==> src/rtl/arb_pkg.sv <==
// -----------------------------------------------------------------------------
// arb_pkg
// Shared definitions for the balance-RAM port arbiter:
//   - arb_state_e : 2-bit FSM encoding (IDLE=0, ISSUE=1, WAIT=2, DONE=3)
//   - REQ_INIT / REQ_TXN / REQ_DISP : requester index constants
//   - DATA_W : RAM word width (six 8-bit balances)
//   - CNT_W  : width of the read-latency counter (READ_LAT is 1..3)
// -----------------------------------------------------------------------------
package arb_pkg;

    localparam int DATA_W = 48;

    localparam int REQ_INIT = 0;
    localparam int REQ_TXN  = 1;
    localparam int REQ_DISP = 2;

    localparam int CNT_W = 2;

    typedef enum logic [1:0] {
        ST_IDLE  = 2'd0,
        ST_ISSUE = 2'd1,
        ST_WAIT  = 2'd2,
        ST_DONE  = 2'd3
    } arb_state_e;

endpackage : arb_pkg

==> src/rtl/arb_pick.sv <==
// -----------------------------------------------------------------------------
// arb_pick
// Combinational winner select for the RAM port arbiter.
// Requester 0 has absolute priority; requesters 1..N_REQ-1 are served
// round-robin starting after the one recorded in ptr_i.
//
// Ports:
//   req_i      in  N_REQ  request levels
//   ptr_i      in  IDX_W  last granted round-robin requester (1..N_REQ-1)
//   winner_o   out N_REQ  one-hot winner (all zero when no request)
//   win_idx_o  out IDX_W  index of the winner
//   valid_o    out 1      a winner exists
// -----------------------------------------------------------------------------
module arb_pick #(
    parameter int N_REQ = 3,
    parameter int IDX_W = 2
) (
    input  logic [N_REQ-1:0] req_i,
    input  logic [IDX_W-1:0] ptr_i,
    output logic [N_REQ-1:0] winner_o,
    output logic [IDX_W-1:0] win_idx_o,
    output logic             valid_o
);
    import arb_pkg::*;

    int idx;

    always_comb begin
        winner_o  = '0;
        win_idx_o = '0;
        valid_o   = 1'b0;
        idx       = 0;
        if (req_i[REQ_INIT]) begin
            winner_o[REQ_INIT] = 1'b1;
            win_idx_o          = IDX_W'(REQ_INIT);
            valid_o            = 1'b1;
        end else begin
            // Walk the round-robin ring 1..N_REQ-1 starting just after ptr_i;
            // the first requester found wins.
            for (int k = 1; k < N_REQ; k++) begin
                idx = int'(ptr_i) + k;
                if (idx > N_REQ - 1) begin
                    idx = idx - (N_REQ - 1);
                end
                if (!valid_o && req_i[idx]) begin
                    winner_o[idx] = 1'b1;
                    win_idx_o     = IDX_W'(idx);
                    valid_o       = 1'b1;
                end
            end
        end
    end

endmodule : arb_pick

==> src/rtl/ram_port_arbiter.sv <==
// -----------------------------------------------------------------------------
// ram_port_arbiter
// Shares the single balance-RAM port among the starting-memory initialiser
// (0), the transaction controller (1) and the VGA money display (2). Each
// access is serialised as IDLE -> ISSUE -> [WAIT] -> DONE; read data is
// captured into rd_data and a one-cycle done strobe goes to the owner.
//
// Ports:
//   clock            in  1             system clock
//   resetn           in  1             asynchronous active-low reset
//   req              in  N_REQ         request levels, held until done
//   req_wren         in  N_REQ         per-requester write enable
//   req_access_type  in  N_REQ         per-requester access_type bit
//   req_data_in      in  N_REQ*DATA_W  packed write data, requester i at [i*DATA_W +: DATA_W]
//   grant            out N_REQ         one-hot owner of the port
//   done             out N_REQ         one-hot completion pulse
//   rd_data          out DATA_W        last captured read word
//   busy             out 1             state is not IDLE
//   ram_wren         out 1             RAM write enable
//   ram_access_type  out 1             RAM access_type
//   ram_data_in      out DATA_W        RAM write data
//   ram_result       in  DATA_W        RAM read data
// -----------------------------------------------------------------------------
module ram_port_arbiter #(
    parameter int DATA_W   = 48,
    parameter int N_REQ    = 3,
    parameter int READ_LAT = 1      // 1..3 cycles from issued read to valid ram_result
) (
    input  logic                    clock,
    input  logic                    resetn,
    input  logic [N_REQ-1:0]        req,
    input  logic [N_REQ-1:0]        req_wren,
    input  logic [N_REQ-1:0]        req_access_type,
    input  logic [N_REQ*DATA_W-1:0] req_data_in,
    output logic [N_REQ-1:0]        grant,
    output logic [N_REQ-1:0]        done,
    output logic [DATA_W-1:0]       rd_data,
    output logic                    busy,
    output logic                    ram_wren,
    output logic                    ram_access_type,
    output logic [DATA_W-1:0]       ram_data_in,
    input  logic [DATA_W-1:0]       ram_result
);
    import arb_pkg::*;

    localparam int IDX_W = (N_REQ > 1) ? $clog2(N_REQ) : 1;

    arb_state_e         state_q, state_d;
    logic               cmd_wren_q, cmd_wren_d;
    logic               cmd_at_q, cmd_at_d;
    logic [DATA_W-1:0]  cmd_data_q, cmd_data_d;
    logic [N_REQ-1:0]   grant_q, grant_d;
    logic [IDX_W-1:0]   ptr_q, ptr_d;
    logic [CNT_W-1:0]   cnt_q, cnt_d;
    logic [DATA_W-1:0]  rd_data_q, rd_data_d;

    logic [N_REQ-1:0]   pick_winner;
    logic [IDX_W-1:0]   pick_idx;
    logic               pick_valid;

    arb_pick #(
        .N_REQ (N_REQ),
        .IDX_W (IDX_W)
    ) u_pick (
        .req_i     (req),
        .ptr_i     (ptr_q),
        .winner_o  (pick_winner),
        .win_idx_o (pick_idx),
        .valid_o   (pick_valid)
    );

    // State register
    always_ff @(posedge clock or negedge resetn) begin
        if (!resetn) begin
            state_q <= ST_IDLE;
        end else begin
            state_q <= state_d;
        end
    end

    // Next-state and datapath next values
    always_comb begin
        state_d    = state_q;
        cmd_wren_d = cmd_wren_q;
        cmd_at_d   = cmd_at_q;
        cmd_data_d = cmd_data_q;
        grant_d    = grant_q;
        ptr_d      = ptr_q;
        cnt_d      = cnt_q;
        rd_data_d  = rd_data_q;

        case (state_q)
            ST_IDLE: begin
                if (pick_valid) begin
                    state_d    = ST_ISSUE;
                    grant_d    = pick_winner;
                    // Latch the command so the requester may drop or change
                    // its inputs once granted.
                    cmd_wren_d = req_wren[pick_idx];
                    cmd_at_d   = req_access_type[pick_idx];
                    cmd_data_d = req_data_in[int'(pick_idx)*DATA_W +: DATA_W];
                    // Only round-robin requesters move the pointer.
                    if (!pick_winner[REQ_INIT]) begin
                        ptr_d = pick_idx;
                    end
                end
            end
            ST_ISSUE: begin
                if (cmd_wren_q) begin
                    state_d = ST_DONE;
                end else begin
                    state_d = ST_WAIT;
                    cnt_d   = CNT_W'(READ_LAT - 1);
                end
            end
            ST_WAIT: begin
                if (cnt_q == '0) begin
                    rd_data_d = ram_result;
                    state_d   = ST_DONE;
                end else begin
                    cnt_d = cnt_q - CNT_W'(1);
                end
            end
            ST_DONE: begin
                state_d = ST_IDLE;
                grant_d = '0;
            end
            default: begin
                state_d = ST_IDLE;
                grant_d = '0;
            end
        endcase
    end

    // Command register, grant, pointer, latency counter and read capture
    always_ff @(posedge clock or negedge resetn) begin
        if (!resetn) begin
            cmd_wren_q <= 1'b0;
            cmd_at_q   <= 1'b0;
            cmd_data_q <= '0;
            grant_q    <= '0;
            ptr_q      <= IDX_W'(REQ_DISP);
            cnt_q      <= '0;
            rd_data_q  <= '0;
        end else begin
            cmd_wren_q <= cmd_wren_d;
            cmd_at_q   <= cmd_at_d;
            cmd_data_q <= cmd_data_d;
            grant_q    <= grant_d;
            ptr_q      <= ptr_d;
            cnt_q      <= cnt_d;
            rd_data_q  <= rd_data_d;
        end
    end

    // Outputs: decoded only from registered state and registers, so an
    // asynchronous reset clears every RAM-side signal at once.
    always_comb begin
        busy            = (state_q != ST_IDLE);
        grant           = grant_q;
        done            = (state_q == ST_DONE) ? grant_q : '0;
        rd_data         = rd_data_q;
        ram_wren        = (state_q == ST_ISSUE) && cmd_wren_q;
        ram_access_type = ((state_q == ST_ISSUE) || (state_q == ST_WAIT)) && cmd_at_q;
        ram_data_in     = (state_q == ST_ISSUE) ? cmd_data_q : '0;
    end

endmodule : ram_port_arbiter

==> config.mk <==
export PLATFORM = sky130hd
export DESIGN_NAME = ram_port_arbiter
export DESIGN_NICKNAME = d
export VERILOG_FILES = /design/src/rtl/arb_pkg.sv /design/src/rtl/arb_pick.sv /design/src/rtl/ram_port_arbiter.sv
export SDC_FILE = /design/constraint.sdc
export NUM_CORES = 1
export LEC_CHECK = 0
export CAP_MARGIN = 20
export CORE_MARGIN = 10
export CORE_UTILIZATION = 41
export DETAILED_ROUTE_END_ITERATION = 6
export PLACE_DENSITY = 0.81
export SLEW_MARGIN = 20
export SYNTH_ARGS = -nofsm -noshare
export SYNTH_HDL_FRONTEND = slang
export SYNTH_SLANG_ARGS = --single-unit
==> constraint.sdc <==
create_clock -name clock -period 2.6 [get_ports clock]
set_clock_uncertainty 0.05 [all_clocks]
set_input_delay 0.39 -clock clock [delete_from_list [all_inputs] [get_ports clock]]
set_output_delay 0.39 -clock clock [all_outputs]
set_load 0.01 [all_outputs]
# Word-level counts from Yosys, hierarchy flattened
# Index checks and enable logic that the tools add are counted.
# classes
n_mux	41
n_bitwise	2
shifts	1
n_eq_ne	7
n_addsub	5
n_reduce_logical	18
n_lt_le_gt_ge	7
n_mul	1
# op_table
cell	count
144-bit by 9-bit variable part select with 48-bit output	1
32-bit two-way mux	4
32-bit by 1-bit >= comparator with 1-bit output (second input constant)	2
32-bit by 3-bit > comparator with 1-bit output (second input constant)	2
32-bit by 4-bit < comparator with 1-bit output (second input constant)	2
32-bit by 3-bit subtractor with 32-bit output (second input constant)	2
48-bit two-way mux	1
2-bit two-way mux	8
3-bit two-way mux	5
1-bit two-way mux	14
1-bit binary-select mux with 2-bit select	4
2-bit != test (second input constant)	4
2-bit one-hot mux with 4 select lines	1
2-bit AND reduction	4
3-bit one-hot mux with 2 select lines	1
3-bit AND reduction	2
2-bit nonzero test	3
1-bit logical AND	5
1-bit demux with 2-bit select	2
2-bit equality test (second input constant)	2
2-bit logical NOT	2
2-bit by 2-bit multiplier with 4-bit output (second input constant)	1
2-bit one-hot mux with 2 select lines	1
2-bit by 1-bit adder with 3-bit output (second input constant)	1
8 further kinds	8
# totals
elab_cells	90
output_inout_bits	105
in_bits	203
register_bits	107

# Logic depth before layout (Yosys ltp)
# Gate-level depths: netlist (run 1).
# logic_depth
ltp_word	15
ltp_mapped	9
depth_no_buf	7

# Modules after synthesis
# Synthesis (run 1) repeated with hierarchy kept, for this count alone.
# unflattened
hier_cells	571
hier_area_um2	5894.4
# by_module_without_submodules
mod	seq_area_each_um2	cells_per_inst	n_inst	area_each_um2
ram_port_arbiter	2678.8	537	1	5683.0
arb_pick	0.0	34	1	211.5

# Worst setup path after synthesis (run 1)
# OpenSTA, ideal clock, no wires.
# synth_path
path_type	register to register
from	register ptr_q[1]
to	register cmd_data_q[24]
synth_period_minus_slack_ns	2.175
required_time_ns	2.458
setup_ns	0.092
t_arrival_ns	2.033
path_stages_with_launch	10
path_slack_ns	0.425
n_path_buf	3
path_cell_list	dfstp_2 inv_1 ha_1 or3_4 a21oi_2 buf_6 buf_12 buf_12 a211oi_2 o31ai_2
# synth_between
elab_chain_len	15
elab_cells_between_ends	28
cone_classes	4 x add/sub; 1 x mul; 2 x order compare; 1 x shift; 17 x mux; 3 x reduce/logical
# synth_rtl
item	line	source
start, declared	ram_port_arbiter.sv:53	logic [IDX_W-1:0] ptr_q, ptr_d;
start signal, assigned	ram_port_arbiter.sv:142	ptr_q <= IDX_W'(REQ_DISP);
start signal, assigned	ram_port_arbiter.sv:150	ptr_q <= ptr_d;
2-bit by 1-bit adder with 3-bit output	arb_pick.sv:41	idx = int'(ptr_i) + k;
32-bit by 3-bit subtractor with 32-bit output / 32-bit by 3-bit > comparator with 1-bit output (equally long branches)	arb_pick.sv:43, arb_pick.sv:42	
32-bit two-way mux	arb_pick.sv:42	if (idx > N_REQ - 1) begin
32-bit two-way mux	arb_pick.sv:33	if (req_i[REQ_INIT]) begin
1-bit binary-select mux with 2-bit select	arb_pick.sv:45	if (!valid_o && req_i[idx]) begin
1-bit two-way mux (implied by the code) (2 in series)	arb_pick.sv:45	
1-bit two-way mux	arb_pick.sv:45	
1-bit two-way mux	arb_pick.sv:33	
1-bit logical NOT	arb_pick.sv:45	
1-bit logical AND	arb_pick.sv:45	
2-bit two-way mux	arb_pick.sv:45	
2-bit two-way mux	arb_pick.sv:33	
2-bit by 2-bit multiplier with 4-bit output	ram_port_arbiter.sv:101	cmd_data_d = req_data_in[int'(pick_idx)*DATA_W +: DATA_W];
144-bit by 9-bit variable part select with 48-bit output	ram_port_arbiter.sv:101	
end signal, assigned	ram_port_arbiter.sv:148	cmd_data_q <= cmd_data_d;
end, declared	ram_port_arbiter.sv:51	logic [DATA_W-1:0] cmd_data_q, cmd_data_d;
# Parallel ways exist; a longest one is shown, timed or not. The select of a mux whose other input is x is not followed.
# A chain may end at the register's enable or synchronous reset.

# Worst setup path after layout (run 1)
# layout_path
from	register state_q[1]
to	output ram_data_in[1]
# layout_between
elab_chain_len	2
# layout_rtl
item	line	source
start, declared	ram_port_arbiter.sv:48	arb_state_e state_q, state_d;
start signal, assigned	ram_port_arbiter.sv:77	state_q <= state_d;
2-bit by 1-bit equality test with 1-bit output	ram_port_arbiter.sv:165	ram_data_in = (state_q == ST_ISSUE) ? cmd_data_q : '0;
48-bit two-way mux	ram_port_arbiter.sv:165	
end, declared	ram_port_arbiter.sv:41	output logic [DATA_W-1:0] ram_data_in,
# No other way between the ends.

==> results of run 1 <==
## cell families (layout without fill, tap and decap cells)
| family | count (synthesis) | in the layout |
|---|---|---|
| adder cells (fa/ha/maj) | 9 | 9 |
| AO/OA/AOI/OAI | 121 | 121 |
| buffers and inverters | 55 | 354 |
| multiplexers | 54 | 54 |
| flip-flops | 107 | 107 |
| AND/OR/NAND/NOR | 228 | 228 |
## placed cells by master (no fill, tap or decap), types with 9 or more instances in the layout
cell type | Yosys | final
inv_1 | 11 | 11
buf_12 | 6 | 10
a211oi_2 | 48 | 48
clkbuf_16 | 0 | 9
o31ai_2 | 48 | 48
nor2_1 | 54 | 54
nand2_1 | 56 | 55
and2_1 | 53 | 53
mux2_2 | 51 | 51
buf_4 | 2 | 9
dfrtp_1 | 106 | 106
clkdlybuf4s50_1 | 0 | 305
nor2b_1 | 48 | 48
ha_1 | 9 | 9
## state kept, by name, indices dropped and copies added, names as in the netlist
name / cells
cmd_at_q: 1
cmd_data_q: 48
cmd_wren_q: 1
cnt_q: 2
grant: 3
ptr_q: 2
rd_data: 48
state_q: 2
## power groups by stage
stage,sequential (mW),clock (mW),combinational [mW]
global placement,2.90,0,5.56
finish,2.91,1.47,5.59
CTS,2.91,1.50,5.68
detailed placement,2.94,0,5.64
global route,3.02,1.56,6.05
floorplan,3.06,0,3.04
## area by class of cell
| cell class | count | area share [%] |
|---|---|---|
| clock inverter | 7 | 0.936 |
| inverter | 11 | 0.417 |
| multi-input combinational | 412 | 33.0 |
| tap | 188 | 2.38 |
| timing repair buffer | 327 | 33.9 |
| clock buffer | 9 | 2.28 |
| sequential | 107 | 27.1 |
## routing by layer
layer,global-route usage (%),vias up
met5,0,-
met4,6.13,4
met3,8.98,27
met2,34.1,211
met1,20.6,2518
li1,-,2586
## timing repair
item / in CTS / in global routing
gates resized for setup: 0 / 2
hold buffers: 1 / 0
hold endpoints to repair: 34 / 0
setup endpoints to repair: 0 / 2
## critical path, cell delays in order (launching register included)
cell and delay [ns]:
dfrtp_1 0.43, inv_1 0.10, ha_1 0.23, buf_6 0.19
and2_1 0.17, clkdlybuf4s50_1 0.59
## how the worst max path moves through the flow
stage	from	endpoint	slack [ns]	cells after the start
2_1_floorplan	ptr_q[1]$_DFFE_PN1P_	cmd_data_q[24]$_DFFE_PN0P_	0.42	9
3_3_place_gp	ptr_q[1]$_DFFE_PN1P_	cmd_data_q[19]$_DFFE_PN0P_	0.26	9
3_5_place_dp	ptr_q[1]$_DFFE_PN1P_	cmd_data_q[20]$_DFFE_PN0P_	0.20	9
4_1_cts	state_q[1]$_DFFE_PN0P_	ram_data_in[1]	0.04	5
5_1_grt	state_q[1]$_DFFE_PN0P_	ram_data_in[20]	0.01	5
6_report	state_q[1]$_DFFE_PN0P_	ram_data_in[1]	0.10	5
==> metrics.log, run 1 <==
INFO  metric clock_tree.htree_level_count = 3
INFO  metric tritoncts = yes
INFO  metric finalWeightedCongestion = around 0.83
INFO  metric cp.required = between 2 and 2.5 ns
INFO  metric number_of_synthesized_flops_with_an_enable_pin = 0
INFO  metric met2RoutedLength = 10,200 microns
INFO  metric design.die.area = 20,600 sq um
INFO  metric flow.area_growth_from_synthesis = 57.9%
INFO  metric worstMarginPinSlew = about 0.53 ns
INFO  metric grt_start_max_net_pins = 63
INFO  metric power_leakage = roughly 4 nW
INFO  metric status = complete, no violations
INFO  metric ir_drop = slightly below 0.0005 V
INFO  metric route.vias.total = about 5,300
INFO  metric r2r_slack = about 0.18 ns
INFO  metric totalPowerFinal = about 10 mW
INFO  metric multiInputGateArea = approximately 3300 sq um
INFO  metric setup_viol = 0
INFO  metric synth_compound_gate_area_share = between 20% and 30%
INFO  metric clk_path_buf_depth = 2
INFO  metric max_slew_margin = between 60 and 70%
INFO  metric die_w = approximately 140 microns
INFO  metric path_max_fanout = 19
INFO  metric track_usage = ~20%
INFO  metric worstSkewPairLatency = roughly 0.35 ns
INFO  metric synth.distinct_cells = 40
INFO  metric synth.yosys.seq_area_share = a little over two fifths
INFO  metric worst-setup-path-type = reg2out
INFO  metric critical_path_arrival = 2.06 ns
INFO  metric fin_worst_hold_slack = approximately 0.42 ns
INFO  metric place_area = ~9600 sq um
INFO  metric min-delay-path-class = reg2reg
INFO  metric numPortBuffers = 307
INFO  metric drt-total-wl = between 20,000 and 25,000 microns
INFO  metric synth.avg_cell_area = approximately 11 sq um
INFO  metric met3RoutedLength = between 2000 and 2500 microns
INFO  metric synthMuxAreaShare = under 10%
INFO  metric grt_remaining_overflow = 0
INFO  metric max_clk_rate = 0.400 GHz
INFO  metric worst_hold_startpoint = cmd_data_q[33]$_DFFE_PN0P_
INFO  metric antenna_violating_nets_post_route = 0
INFO  metric cts.repair_timing.setup_buffer_count = 0
INFO  metric route.layer.met1.wl = slightly above 8000 microns
INFO  metric layout_worst_path_cycle_share = 96.0%
INFO  metric finished_cell_area = about 9900 sq um
INFO  metric synthesis.instances = about 570
INFO  metric grt_first_pass_wirelength = around 31,000 microns
INFO  metric detail_route.vias_per_cell = 5.04
INFO  metric rsz0062_at_grt = false
INFO  metric first_pass_iters = 4
INFO  metric place_ws = approximately 0.2 ns
INFO  metric largest_family_of_logic_cells_by_synthesized_area = compound AO/OA/AOI/OAI gates
INFO  metric timing.critical_path.from_type = register
INFO  metric yosys_warnings = 0
INFO  metric rr_worst_depth = 9
INFO  metric intPower = around 6.3 mW
INFO  metric grt_antenna_before_repair = 2
INFO  metric timing.hold.worst_endpoint = cmd_data_q[33]$_DFFE_PN0P_
INFO  metric antenna-diode-count = 0
INFO  metric tritoncts_num_sinks = approximately 110
INFO  metric synth_fp_nets = about 800
INFO  metric synth_top_cell_by_area = dfrtp_1
INFO  metric postSynth.topFlopCell = dfrtp_1
INFO  metric netSwitchingFraction = a little under two fifths
INFO  metric post-synth-top-area-fraction = 42.3%
INFO  metric ys_top_cells_by_area = dfrtp_1 (42%), a211oi_2 (9.6%), o31ai_2 (9.6%)
INFO  metric route.detailed.wl_per_inst = slightly below 20 microns
INFO  metric fin_crit = 2.50 ns
INFO  metric netlist_area = between 6000 and 7000 sq um
INFO  metric drv.max_cap_violation_count = 0
INFO  metric yosys.area_share.simple = a little under a fifth
INFO  metric yosysMostFrequentCell = dfrtp_1
INFO  metric synth-xor-area-share = 0%
INFO  metric layout.area.seq = roughly 2700 sq um
INFO  metric setup_total_negative_slack = 0 ns
INFO  metric final_util = between 60% and 70%
INFO  metric critPathCaptureType = output port
INFO  metric layout_cells_sized_above_1 = 21.6%
INFO  metric post-route-worst-setup-slack = about 0.10 ns
INFO  metric io-pin-count = a little over 300
INFO  metric hold_crit_depth = 2
INFO  metric floorplan.die.height = roughly 140 microns
INFO  metric initial_utilization = 41.5%
INFO  metric place.detailed.hpwl = 16,700 microns
INFO  metric power_switching = 3.66 mW
INFO  metric timing.final.hold_violations = 0
INFO  metric timing.final.max_slew_violations = 0
INFO  metric power_per_cell_area = 1010 nW/um^2
INFO  metric placed_cells_incl_taps = about 1,000
INFO  metric layout.cells.non_filler = 1,061
INFO  metric seq_power_share = roughly 30%
INFO  metric rr_endpoint = cmd_data_q[20]$_DFFE_PN0P_
INFO  metric clkTransAtPathRegs = 0.08 ns
INFO  metric first_global_vias = between 5,000 and 6,000
INFO  metric r2r_start = ptr_q[1]$_DFFE_PN1P_
INFO  metric postSynth.asyncResetShare = 100%
INFO  metric synth_adder_area_share = roughly 1.8%
INFO  metric initialDrtViolationCount = around 170
INFO  metric clock-root-buffer = clkbuf_16
INFO  metric synth_commonest_cells = dfrtp_1 (106), nand2_1 (56), nor2_1 (54)
INFO  metric clkPwrFrac = between 10 and 15%
INFO  metric nFillCells = 1,242
INFO  metric drc = 0
INFO  metric core_area = approximately 15,000 sq um
INFO  metric synth.ff_latch_count = 107
INFO  metric tritoncts.num_buffers = 9
INFO  metric num_rows = 45
INFO  metric route.top_layer_used = met5
INFO  metric combinationalPowerShare = 56.1%
INFO  metric final_nets = 1,080
Power figures use the tool's default switching activity.
==> run 2: changes to the inputs <==
- CAP_MARGIN: 20 -> default
==> results of run 2 <==
No change in the layout: final DEF, timing and power equal those of run 1.
==> run 3: changes to the inputs <==
- PLACE_DENSITY: 0.81 -> default
- PLACE_DENSITY_LB_ADDON: default -> 0.3
- SKIP_CTS_REPAIR_TIMING: default -> 1
==> run 3 against run 2 <==
Core utilization is 0.28 points lower. Die area stayed put. Sequential share of layout area is 0.12 points higher. Clock power is 3% lower. Largest cell class unchanged. Highest routed layer is now met4. Combinational power is 0.9% lower. Register-to-register slack hardly changed. Sequential cell count stayed put. Critical path type unchanged. First-iteration DRC count is 26% higher.
==> metrics.log, run 3 (synthesized netlist as in run 1, its figures left out) <==
INFO  metric worstSkewPairLatency = around 0.35 ns
INFO  metric final_nets = about 1,100
INFO  metric clock_tree.htree_level_count = 3
INFO  metric timing.final.max_slew_violations = 0
INFO  metric layout_commonest_cell = clkdlybuf4s50_1
INFO  metric min-delay-path-class = in2async
INFO  metric flow.area_growth_from_synthesis = 57.3%
INFO  metric critPathCaptureType = output port
INFO  metric placed_cells_incl_taps = 1,042
INFO  metric power_per_cell_area = 1000 nW/um^2
INFO  metric timing.critical_path.cells = inv_1, ha_2, buf_8, and2_1, clkdlybuf4s50_1
INFO  metric tritoncts.num_buffers = 9
INFO  metric grt_first_pass_wirelength = roughly 32,000 microns
INFO  metric clk_path_buf_depth = 2
INFO  metric status = complete, no violations
INFO  metric layout.area.seq = 2680 sq um
INFO  metric detail_route.vias_per_cell = between 5 and 6
INFO  metric fin_crit = approximately 2.5 ns
INFO  metric tritoncts = yes
INFO  metric core_area = 15,100 sq um
INFO  metric drc = 0
INFO  metric post-route-worst-setup-slack = about 0.12 ns
INFO  metric power_leakage = roughly 4.0 nW
INFO  metric rsz0062_at_grt = false
INFO  metric io-pin-count = 308
INFO  metric worstMarginPinSlew = about 0.76 ns
INFO  metric clkTransAtPathRegs = approximately 0.070 ns
INFO  metric critPathTopFamily = buffers and inverters
INFO  metric ir_drop = 0.000495 V
INFO  metric cpPeakStageDelay = 0.56 ns
INFO  metric grt_antenna_before_repair = 0
INFO  metric crit_slowest_cell = clkdlybuf4s50_1
INFO  metric clock-root-buffer = clkbuf_16
INFO  metric top_library_cells_by_usage_in_the_layout_fill_and_taps_aside = clkdlybuf4s50_1 (306), dfrtp_1 (106), nand2_1 (55)
INFO  metric combined_buffer_and_inverter_count_along_the_critical_path = 3
INFO  metric antenna-diode-count = 0
INFO  metric max_clk_rate = 0.403 GHz
INFO  metric setup_total_negative_slack = 0 ns
INFO  metric multiInputGateArea = approximately 3300 sq um
INFO  metric timing.critical_path.from_type = register
INFO  metric max_slew_margin = ~50%
INFO  metric drv.max_cap_violation_count = 0
INFO  metric design.die.area = 20,600 sq um
INFO  metric r2r_slack = between 0.15 and 0.2 ns
INFO  metric numPortBuffers = about 310
INFO  metric drt-total-wl = just over 20,000 microns
INFO  metric first_global_vias = 5,772
INFO  metric finalWeightedCongestion = around 0.86
INFO  metric die_w = between 100 and 150 microns
INFO  metric tritoncts_num_sinks = roughly 110
INFO  metric route.detailed.wl_per_inst = around 19 microns
INFO  metric num_rows = 45
INFO  metric floorplan.die.height = between 100 and 150 microns
INFO  metric layout_worst_path_cycle_share = roughly 95%
INFO  metric initial_utilization = between 40 and 50%
INFO  metric place.detailed.hpwl = 16,200 microns
INFO  metric grt_start_max_net_pins = between 50 and 60
INFO  metric initialDrtViolationCount = roughly 220
INFO  metric antenna_violating_nets_post_route = 0
INFO  metric track_usage = a little under 20%
INFO  metric path_max_fanout = 23
INFO  metric nFillCells = approximately 1,100
INFO  metric timing.final.hold_violations = 0
INFO  metric route.vias.total = 5,386
INFO  metric cp.required = between 2 and 2.5 ns
INFO  metric layout_cells_sized_above_1 = between 20 and 25%
INFO  metric place_ws = about 0.16 ns
INFO  metric setup_viol = 0
INFO  metric first_pass_iters = 5
INFO  metric layout.cells.non_filler = approximately 1,100
INFO  metric grt_remaining_overflow = 0
INFO  metric worst-setup-path-type = reg2out
INFO  metric critical_path_arrival = approximately 2.0 ns
-- run 3: cell count changes in the layout (fill, tap and decap cells not counted), sizes merged --
cell	delta
buf	-2
clkdlybuf4s50	+1
clkinvlp	+1
dlygate4sd3	-1
dlymetal6s2s	-1
inv	-1
-- run 3: area by class of cell --
class | count | share of cell area [%]
flip-flops and latches | 107 | 27.2
inverters | 11 | 0.419
well taps | 188 | 2.39
repair buffers | 324 | 33.7
clock buffers | 9 | 2.29
multi-input cells | 412 | 33.2
clock inverters | 7 | 0.851
-- run 3: worst paths after layout --
path | startpoint | endpoint | depth (start not counted)
max reg2reg | ptr_q[1]$_DFFE_PN1P_ | cmd_data_q[23]$_DFFE_PN0P_ | 9
min in group clock | cmd_data_q[45]$_DFFE_PN0P_ | cmd_data_q[45]$_DFFE_PN0P_ | 2
min | resetn | rd_data[40]$_DFFE_PN0P_ | 1
min reg2reg | cmd_data_q[45]$_DFFE_PN0P_ | cmd_data_q[45]$_DFFE_PN0P_ | 2
max in group asynchronous | resetn | cmd_data_q[45]$_DFFE_PN0P_ | 2
max | state_q[1]$_DFFE_PN0P_ | ram_data_in[21] | 5
-- run 3: power breakdown --
| group | internal, mW | leakage [nW] | switching (mW) |
|---|---|---|---|
| clock | 0.765 | 0.149 | 0.661 |
| sequential | 2.50 | 1.29 | 0.429 |
| combinational | 3.01 | 2.53 | 2.53 |
| total | 6.27 | 3.97 | 3.62 |
-- run 3: through the flow --
stage                     hold WS, ns  util (%)  cell area [sq um]  total power, mW
final                          0.0570      65.3               9850             9.89
after detailed placement        0.414      63.1               9520             8.52
after global routing            0.115      65.3               9850             10.5
after global placement          0.407      63.1               9520             8.34
after floorplan                0.0444         -               6260             6.10
after CTS                      0.0747      65.1               9830             9.97
-- run 3: metal layers --
| metal | vias to the layer above | global-route usage (%) | routed length (microns) |
|---|---|---|---|
| met4 | 0 | 6.18 | 361 |
| li1 | 2572 | - | - |
| met3 | 20 | 7.23 | 2070 |
| met1 | 2564 | 22.8 | 8230 |
| met2 | 230 | 32.4 | 9820 |
| met5 | - | 0 | 0 |
